[config.mk]
export PLATFORM = sky130hd
export DESIGN_NAME = regfile_sb_flat
export DESIGN_NICKNAME = d
export VERILOG_FILES = /design/src/rtl/regfile_pkg.sv /design/src/rtl/regfile_sb_if.sv /design/src/rtl/regfile_scoreboard.sv /design/src/rtl/regfile_sb.sv /design/src/flat_wrapper.sv
export SDC_FILE = /design/constraint.sdc
export NUM_CORES = 1
export LEC_CHECK = 0
export BUFFER_PORTS_ARGS = -buffer_cell sky130_fd_sc_hd__buf_2
export CAP_MARGIN = 20
export CORE_MARGIN = 8
export CORE_UTILIZATION = 45
export DETAILED_ROUTE_END_ITERATION = 8
export GPL_TIMING_DRIVEN = 0
export PLACE_DENSITY_LB_ADDON = 0.3
export RECOVER_POWER = 25
export SYNTH_ARGS = -nofsm -noshare
export SYNTH_HDL_FRONTEND = slang
export SYNTH_SLANG_ARGS = --single-unit
[constraint.sdc]
create_clock -name clk -period 3.7 [get_ports clk]
set_clock_uncertainty 0.2 [all_clocks]
set_input_delay 0.74 -clock clk [delete_from_list [all_inputs] [get_ports clk]]
set_output_delay 0.74 -clock clk [all_outputs]
set_load 0.01 [all_outputs]
[src/rtl/regfile_pkg.sv]
// Shared defaults and helpers for the scoreboarded register file.
package regfile_pkg;

    localparam int unsigned DATA_W_DEF = 16;
    localparam int unsigned ADDR_W_DEF = 2;
    localparam int unsigned NREGS      = 2 ** ADDR_W_DEF;

    // Width that can hold every count from 0 to nregs inclusive.
    function automatic int unsigned cnt_width(input int unsigned nregs);
        return $clog2(nregs + 1);
    endfunction

endpackage

[src/rtl/regfile_sb_if.sv]
// Read, write and reserve bus of the scoreboarded register file.
interface regfile_sb_if import regfile_pkg::*; #(
    parameter int unsigned DATA_W = DATA_W_DEF,
    parameter int unsigned ADDR_W = ADDR_W_DEF
);
    localparam int unsigned NUM_REGS = 2 ** ADDR_W;
    localparam int unsigned CNT_W    = cnt_width(NUM_REGS);

    logic [ADDR_W-1:0]   rd_addr1;
    logic [DATA_W-1:0]   rd_data1;
    logic                rd_rdy1;
    logic [ADDR_W-1:0]   rd_addr2;
    logic [DATA_W-1:0]   rd_data2;
    logic                rd_rdy2;
    logic                wr_en;
    logic [ADDR_W-1:0]   wr_addr;
    logic [DATA_W-1:0]   wr_data;
    logic                rsv_en;
    logic [ADDR_W-1:0]   rsv_addr;
    logic                rsv_ok;
    logic [NUM_REGS-1:0] busy_vec;
    logic [CNT_W-1:0]    busy_cnt;

    modport master (
        output rd_addr1, rd_addr2, wr_en, wr_addr, wr_data, rsv_en, rsv_addr,
        input  rd_data1, rd_rdy1, rd_data2, rd_rdy2, rsv_ok, busy_vec, busy_cnt
    );

    modport slave (
        input  rd_addr1, rd_addr2, wr_en, wr_addr, wr_data, rsv_en, rsv_addr,
        output rd_data1, rd_rdy1, rd_data2, rd_rdy2, rsv_ok, busy_vec, busy_cnt
    );

endinterface

[src/rtl/regfile_scoreboard.sv]
// Pending-register scoreboard: busy flags, busy count and reserve acceptance.
module regfile_scoreboard import regfile_pkg::*; #(
    parameter int unsigned ADDR_W   = ADDR_W_DEF,
    parameter bit          ZERO_REG = 1'b0
) (
    input  logic                          clk,
    input  logic                          reset_n,
    input  logic                          wr_en,
    input  logic [ADDR_W-1:0]             wr_addr,
    input  logic                          rsv_en,
    input  logic [ADDR_W-1:0]             rsv_addr,
    output logic                          rsv_ok,
    output logic [2**ADDR_W-1:0]          busy_vec,
    output logic [cnt_width(2**ADDR_W)-1:0] busy_cnt
);
    localparam int unsigned NUM_REGS = 2 ** ADDR_W;
    localparam int unsigned CNT_W    = cnt_width(NUM_REGS);

    logic [NUM_REGS-1:0] busy_q, busy_d;
    logic [CNT_W-1:0]    cnt_q, cnt_d;
    logic                wr_hit_rsv, set_busy, inc, dec;

    always_comb begin
        wr_hit_rsv = wr_en && (wr_addr == rsv_addr);
        rsv_ok     = rsv_en && reset_n && (!busy_q[rsv_addr] || wr_hit_rsv);
        set_busy   = rsv_ok && !(ZERO_REG && (rsv_addr == '0));
        inc        = set_busy && !busy_q[rsv_addr];
        // A write clearing the register being re-reserved is a net-zero change.
        dec        = wr_en && busy_q[wr_addr] && !(set_busy && wr_hit_rsv);

        busy_d = busy_q;
        if (wr_en) busy_d[wr_addr] = 1'b0;
        if (set_busy) busy_d[rsv_addr] = 1'b1;
        cnt_d = cnt_q + CNT_W'(inc) - CNT_W'(dec);
    end

    always_ff @(posedge clk) begin
        if (!reset_n) begin
            busy_q <= '0;
            cnt_q  <= '0;
        end else begin
            busy_q <= busy_d;
            cnt_q  <= cnt_d;
        end
    end

    assign busy_vec = busy_q;
    assign busy_cnt = cnt_q;

endmodule

[src/rtl/regfile_sb.sv]
// Two-read/one-write register file with pending scoreboard and write-to-read bypass.
module regfile_sb import regfile_pkg::*; #(
    parameter int unsigned DATA_W   = DATA_W_DEF,
    parameter int unsigned ADDR_W   = ADDR_W_DEF,
    parameter bit          ZERO_REG = 1'b0,
    parameter bit          BYPASS   = 1'b1
) (
    input logic         clk,
    input logic         reset_n,
    regfile_sb_if.slave bus
);
    localparam int unsigned NUM_REGS = 2 ** ADDR_W;

    logic [DATA_W-1:0]   regs [NUM_REGS];
    logic [NUM_REGS-1:0] busy;
    logic                wr_store, bypass_en;
    logic                hit1, hit2, zero1, zero2;

    assign wr_store  = bus.wr_en && !(ZERO_REG && (bus.wr_addr == '0));
    assign bypass_en = BYPASS && bus.wr_en && reset_n;

    always_ff @(posedge clk) begin
        if (!reset_n) begin
            regs <= '{default: '0};
        end else if (wr_store) begin
            regs[bus.wr_addr] <= bus.wr_data;
        end
    end

    always_comb begin
        hit1         = bypass_en && (bus.wr_addr == bus.rd_addr1);
        zero1        = ZERO_REG && (bus.rd_addr1 == '0);
        bus.rd_data1 = regs[bus.rd_addr1];
        bus.rd_rdy1  = !busy[bus.rd_addr1];
        if (hit1) begin
            bus.rd_data1 = bus.wr_data;
            bus.rd_rdy1  = 1'b1;
        end
        if (zero1) begin
            bus.rd_data1 = '0;
            bus.rd_rdy1  = 1'b1;
        end
    end

    always_comb begin
        hit2         = bypass_en && (bus.wr_addr == bus.rd_addr2);
        zero2        = ZERO_REG && (bus.rd_addr2 == '0);
        bus.rd_data2 = regs[bus.rd_addr2];
        bus.rd_rdy2  = !busy[bus.rd_addr2];
        if (hit2) begin
            bus.rd_data2 = bus.wr_data;
            bus.rd_rdy2  = 1'b1;
        end
        if (zero2) begin
            bus.rd_data2 = '0;
            bus.rd_rdy2  = 1'b1;
        end
    end

    regfile_scoreboard #(
        .ADDR_W   (ADDR_W),
        .ZERO_REG (ZERO_REG)
    ) u_scoreboard (
        .clk      (clk),
        .reset_n  (reset_n),
        .wr_en    (bus.wr_en),
        .wr_addr  (bus.wr_addr),
        .rsv_en   (bus.rsv_en),
        .rsv_addr (bus.rsv_addr),
        .rsv_ok   (bus.rsv_ok),
        .busy_vec (busy),
        .busy_cnt (bus.busy_cnt)
    );

    assign bus.busy_vec = busy;

endmodule

[src/flat_wrapper.sv]
// flat-port wrapper written by rule: the top's interface ports become plain ports
module regfile_sb_flat import regfile_pkg::*;
#(
    parameter int unsigned DATA_W   = DATA_W_DEF,
    parameter int unsigned ADDR_W   = ADDR_W_DEF,
    parameter bit          ZERO_REG = 1'b0,
    parameter bit          BYPASS   = 1'b1
)
  (clk, reset_n, bus_rd_addr1, bus_rd_addr2, bus_wr_en, bus_wr_addr, bus_wr_data, bus_rsv_en, bus_rsv_addr, bus_rd_data1, bus_rd_rdy1, bus_rd_data2, bus_rd_rdy2, bus_rsv_ok, bus_busy_vec, bus_busy_cnt);
  regfile_sb_if #(.DATA_W(DATA_W), .ADDR_W(ADDR_W)) bus_i ();
  input logic clk;
  input logic reset_n;
  input wire logic [$bits(bus_i.rd_addr1)-1:0] bus_rd_addr1;
  input wire logic [$bits(bus_i.rd_addr2)-1:0] bus_rd_addr2;
  input wire logic [$bits(bus_i.wr_en)-1:0] bus_wr_en;
  input wire logic [$bits(bus_i.wr_addr)-1:0] bus_wr_addr;
  input wire logic [$bits(bus_i.wr_data)-1:0] bus_wr_data;
  input wire logic [$bits(bus_i.rsv_en)-1:0] bus_rsv_en;
  input wire logic [$bits(bus_i.rsv_addr)-1:0] bus_rsv_addr;
  output wire logic [$bits(bus_i.rd_data1)-1:0] bus_rd_data1;
  output wire logic [$bits(bus_i.rd_rdy1)-1:0] bus_rd_rdy1;
  output wire logic [$bits(bus_i.rd_data2)-1:0] bus_rd_data2;
  output wire logic [$bits(bus_i.rd_rdy2)-1:0] bus_rd_rdy2;
  output wire logic [$bits(bus_i.rsv_ok)-1:0] bus_rsv_ok;
  output wire logic [$bits(bus_i.busy_vec)-1:0] bus_busy_vec;
  output wire logic [$bits(bus_i.busy_cnt)-1:0] bus_busy_cnt;
  assign bus_i.rd_addr1 = bus_rd_addr1;
  assign bus_i.rd_addr2 = bus_rd_addr2;
  assign bus_i.wr_en = bus_wr_en;
  assign bus_i.wr_addr = bus_wr_addr;
  assign bus_i.wr_data = bus_wr_data;
  assign bus_i.rsv_en = bus_rsv_en;
  assign bus_i.rsv_addr = bus_rsv_addr;
  assign bus_rd_data1 = bus_i.rd_data1;
  assign bus_rd_rdy1 = bus_i.rd_rdy1;
  assign bus_rd_data2 = bus_i.rd_data2;
  assign bus_rd_rdy2 = bus_i.rd_rdy2;
  assign bus_rsv_ok = bus_i.rsv_ok;
  assign bus_busy_vec = bus_i.busy_vec;
  assign bus_busy_cnt = bus_i.busy_cnt;
  regfile_sb #(.DATA_W(DATA_W), .ADDR_W(ADDR_W), .ZERO_REG(ZERO_REG), .BYPASS(BYPASS)) u_core (.clk(clk), .reset_n(reset_n), .bus(bus_i));
endmodule
==> results.yml <==
synthesis:
  syn_nets: 441
  syn_inst: 410
  synth_top_family_by_area: "multiplexers"
  ys_ff_latch: 71
  synth_cell_types: 36
  postSynthAreaPerCell_um2: 10.2
  synth_ff_type: "dfxtp_1"
  async_flop_share: 0
  syn_area_um2: 4200
  synth_xor_area_frac: 0.0185
  synth_edf_count: 0
  synth.yosys.warnings: 0
  synth_compound_area_frac: 0.129
  synthMuxAreaShare: 0.292
  synth_seq_area_share: 0.339
  synthSimpleGateAreaFrac: 0.154
  synthAdderAreaFrac: 0.0107
cells_and_area:
  drive_above_1_share: 0.322
  antennaDiodeCount: 0
  final_cells: 601
  filler_cell_count: 809
  fin_util: 0.534
  finalNetCount: 516
  area_growth_pct: 16.5
  final_area_um2: 4890
sta:
  hold_violations: 0
  fin_crit_sh: 0.908
  fmax_mhz: 298
  tightest_slew_ps: 927
  min_period_ps: 3360
  fin_setup_tns_ps: 0
  setup_violations: 0
  slew_headroom: 0.380
  drv_slew: 0
  rsz0062_at_grt: "no"
clock_network:
  htree_num_levels: 3
  clockBufferDepth: 2
  cts_tree: "built"
  root_buffer: "clkbuf_8"
  postCtsSetupBuffers: 0
  cts_buffers: 9
  hold_buffers: 0
  clk_latency_ps: 350
  numClockSinks: 71
  post_cts_resize_count: 0
  clk_pin_slew_worst_paths_ps: 80
hold_path:
  min_path_cells: 2
  hold_path_startpoint: "u_core.regs[4]$_SDFFE_PN0P_"
  hold_path_class: "register to register"
global_route:
  grtUsageTotal: 0.186
  grt_pass1_wl_um: 18400
  globalRouteOverflowTotal: 0
  grt_max_degree: 14
  antenna_found_initial: 0
  grt_pass1_vias: 3531
drt:
  detail_route.wl_per_cell_um: 19.4
  vias: 3390
  drc: 0
  drt_pass1_iterations: 4
  wirelength_um: 11600
  ant_nets: 0
  viasPerCell: 5.64
  drt-initial-drc-count: 228
worst_setup_path:
  path_class: "primary input to output pin"
  startpoint_type: "primary input"
  crit_arrival_ps: 2420
  worst_r2r_startpoint: "u_core.u_scoreboard.busy_vec[0]$_SDFF_PN0_"
  path_max_fanout: 10
  r2r.worst_path.cells: 8
  cp-end-kind: "output pin"
  critPathLaunch: "bus_wr_en"
  required_ps: 2760
floorplanning:
  core_region_area_um2: 9150
  die_area_um2: 12700
  initial_core_util: 0.459
  die-height_um: 113
  rows: 35
  ios: 70
  die_w_um: 113
pwr:
  power_leakage_nw: 1.95
  powerDensity_nw_per_um2: 387
  peakVddDrop_mv: 0.270
place:
  dp.cells: 585
  dp_hpwl_um: 8090
  port_buffers: 64
  place_area_um2: 4660
  routabilityCongestion: 0.840
job:
  cap_viol_max_count: 0
outcome:
  status: "finished clean"
[cell families (layout without fill, tap and decap cells)]
kind of cell / count (synthesis) / after routing
AND/OR/NAND/NOR: 151 / 151
flip-flops: 71 / 71
AO/OA/AOI/OAI: 70 / 70
multiplexers: 68 / 68
buffers and inverters: 39 / 119
XOR/XNOR: 8 / 8
adder cells (fa/ha/maj): 3 / 3
[state kept, by name, indices dropped and copies added (netlist names)]
signal / count
u_core.regs: 64
u_core.u_scoreboard.busy_vec: 4
u_core.u_scoreboard.busy_cnt: 3
[worst max-delay path, cell delays in order]
cell and delay, ps:
clkbuf_1 80, buf_4 160, nand2_1 140, nor3_4 550
buf_6 260, mux2_1 340, buf_2 140
[worst paths after layout]
path | slack [ps] | end
hold reg to reg | 280 | u_core.regs[4]$_SDFFE_PN0P_
setup reg to reg | 1060 | u_core.u_scoreboard.busy_cnt[2]$_SDFF_PN0_
hold / removal | 280 | u_core.regs[4]$_SDFFE_PN0P_
setup / recovery | 340 | bus_rd_data1[14]
[power breakdown]
part / internal [mW] / switching (mW)
Sequential: 0.795 / 0.0233
Combinational: 0.143 / 0.162
Clock: 0.450 / 0.318
Total: 1.39 / 0.503
[synthesized netlist by cell type (2+ instances only)]
cell type	n	area, um2
a21boi_0	61	458
a21boi_1	3	22.5
and2_1	3	18.8
and3b_1	2	17.5
buf_2	8	40.0
buf_4	4	30.0
buf_6	7	78.8
clkbuf_1	12	45.0
dfxtp_1	71	1420
ha_1	2	25.0
inv_1	6	22.5
mux2_1	5	56.3
mux2_2	18	203
mux2_4	9	135
mux4_1	5	131
mux4_2	31	698
nand2_1	130	488
nand2b_1	2	12.5
nand3_1	5	25.0
nand3b_1	2	15.0
nor3_4	2	32.5
o41ai_1	3	26.3
xor2_1	6	52.6
[per-stage QoR]
step	total power, mW	hold slack [ps]	setup WS (ps)
2_1_floorplan	1.03	240	769
3_3_place_gp	1.13	254	376
3_5_place_dp	1.14	264	334
4_1_cts	1.90	283	328
5_1_grt	1.96	304	233
6_report	1.89	282	342
[metal layers]
layer / global-route usage / share of wire / wire length, um / vias to the layer above
met5: 0 / 0 / 0 / -
met3: 0.0537 / 0.075 / 872 / 13
met2: 0.326 / 0.50 / 5820 / 121
met1: 0.220 / 0.42 / 4850 / 1661
li1: - / - / - / 1595
met4: 0.0450 / 0.0077 / 90 / 0
[placed cells by master (no fill, tap or decap), types with 2 or more instances in the layout]
cell,count
nand2_1,130
dfxtp_1,71
buf_2,67
a21boi_0,61
mux4_2,31
mux2_2,18
clkbuf_1,17
mux2_4,9
clkbuf_8,9
buf_6,7
xor2_1,6
inv_1,6
mux4_1,5
mux2_1,5
nand3_1,5
buf_4,4
o41ai_1,3
and2_1,3
a21boi_1,3
bufinv_16,3
nor3_4,2
nand2b_1,2
nand3b_1,2
and3b_1,2
ha_1,2
[cell type report]
type,instances,area [um2],share of cell area
plain buffers,33,216,0.0443
clock inverters,7,120,0.0246
well taps,111,139,0.0284
repair buffers,64,315,0.0645
inverters,6,22.5,0.00461
clock buffers,9,124,0.0253
multi-input cells,300,2530,0.518
flip-flops and latches,71,1420,0.291
No activity file was read; power rests on OpenSTA's default activity.
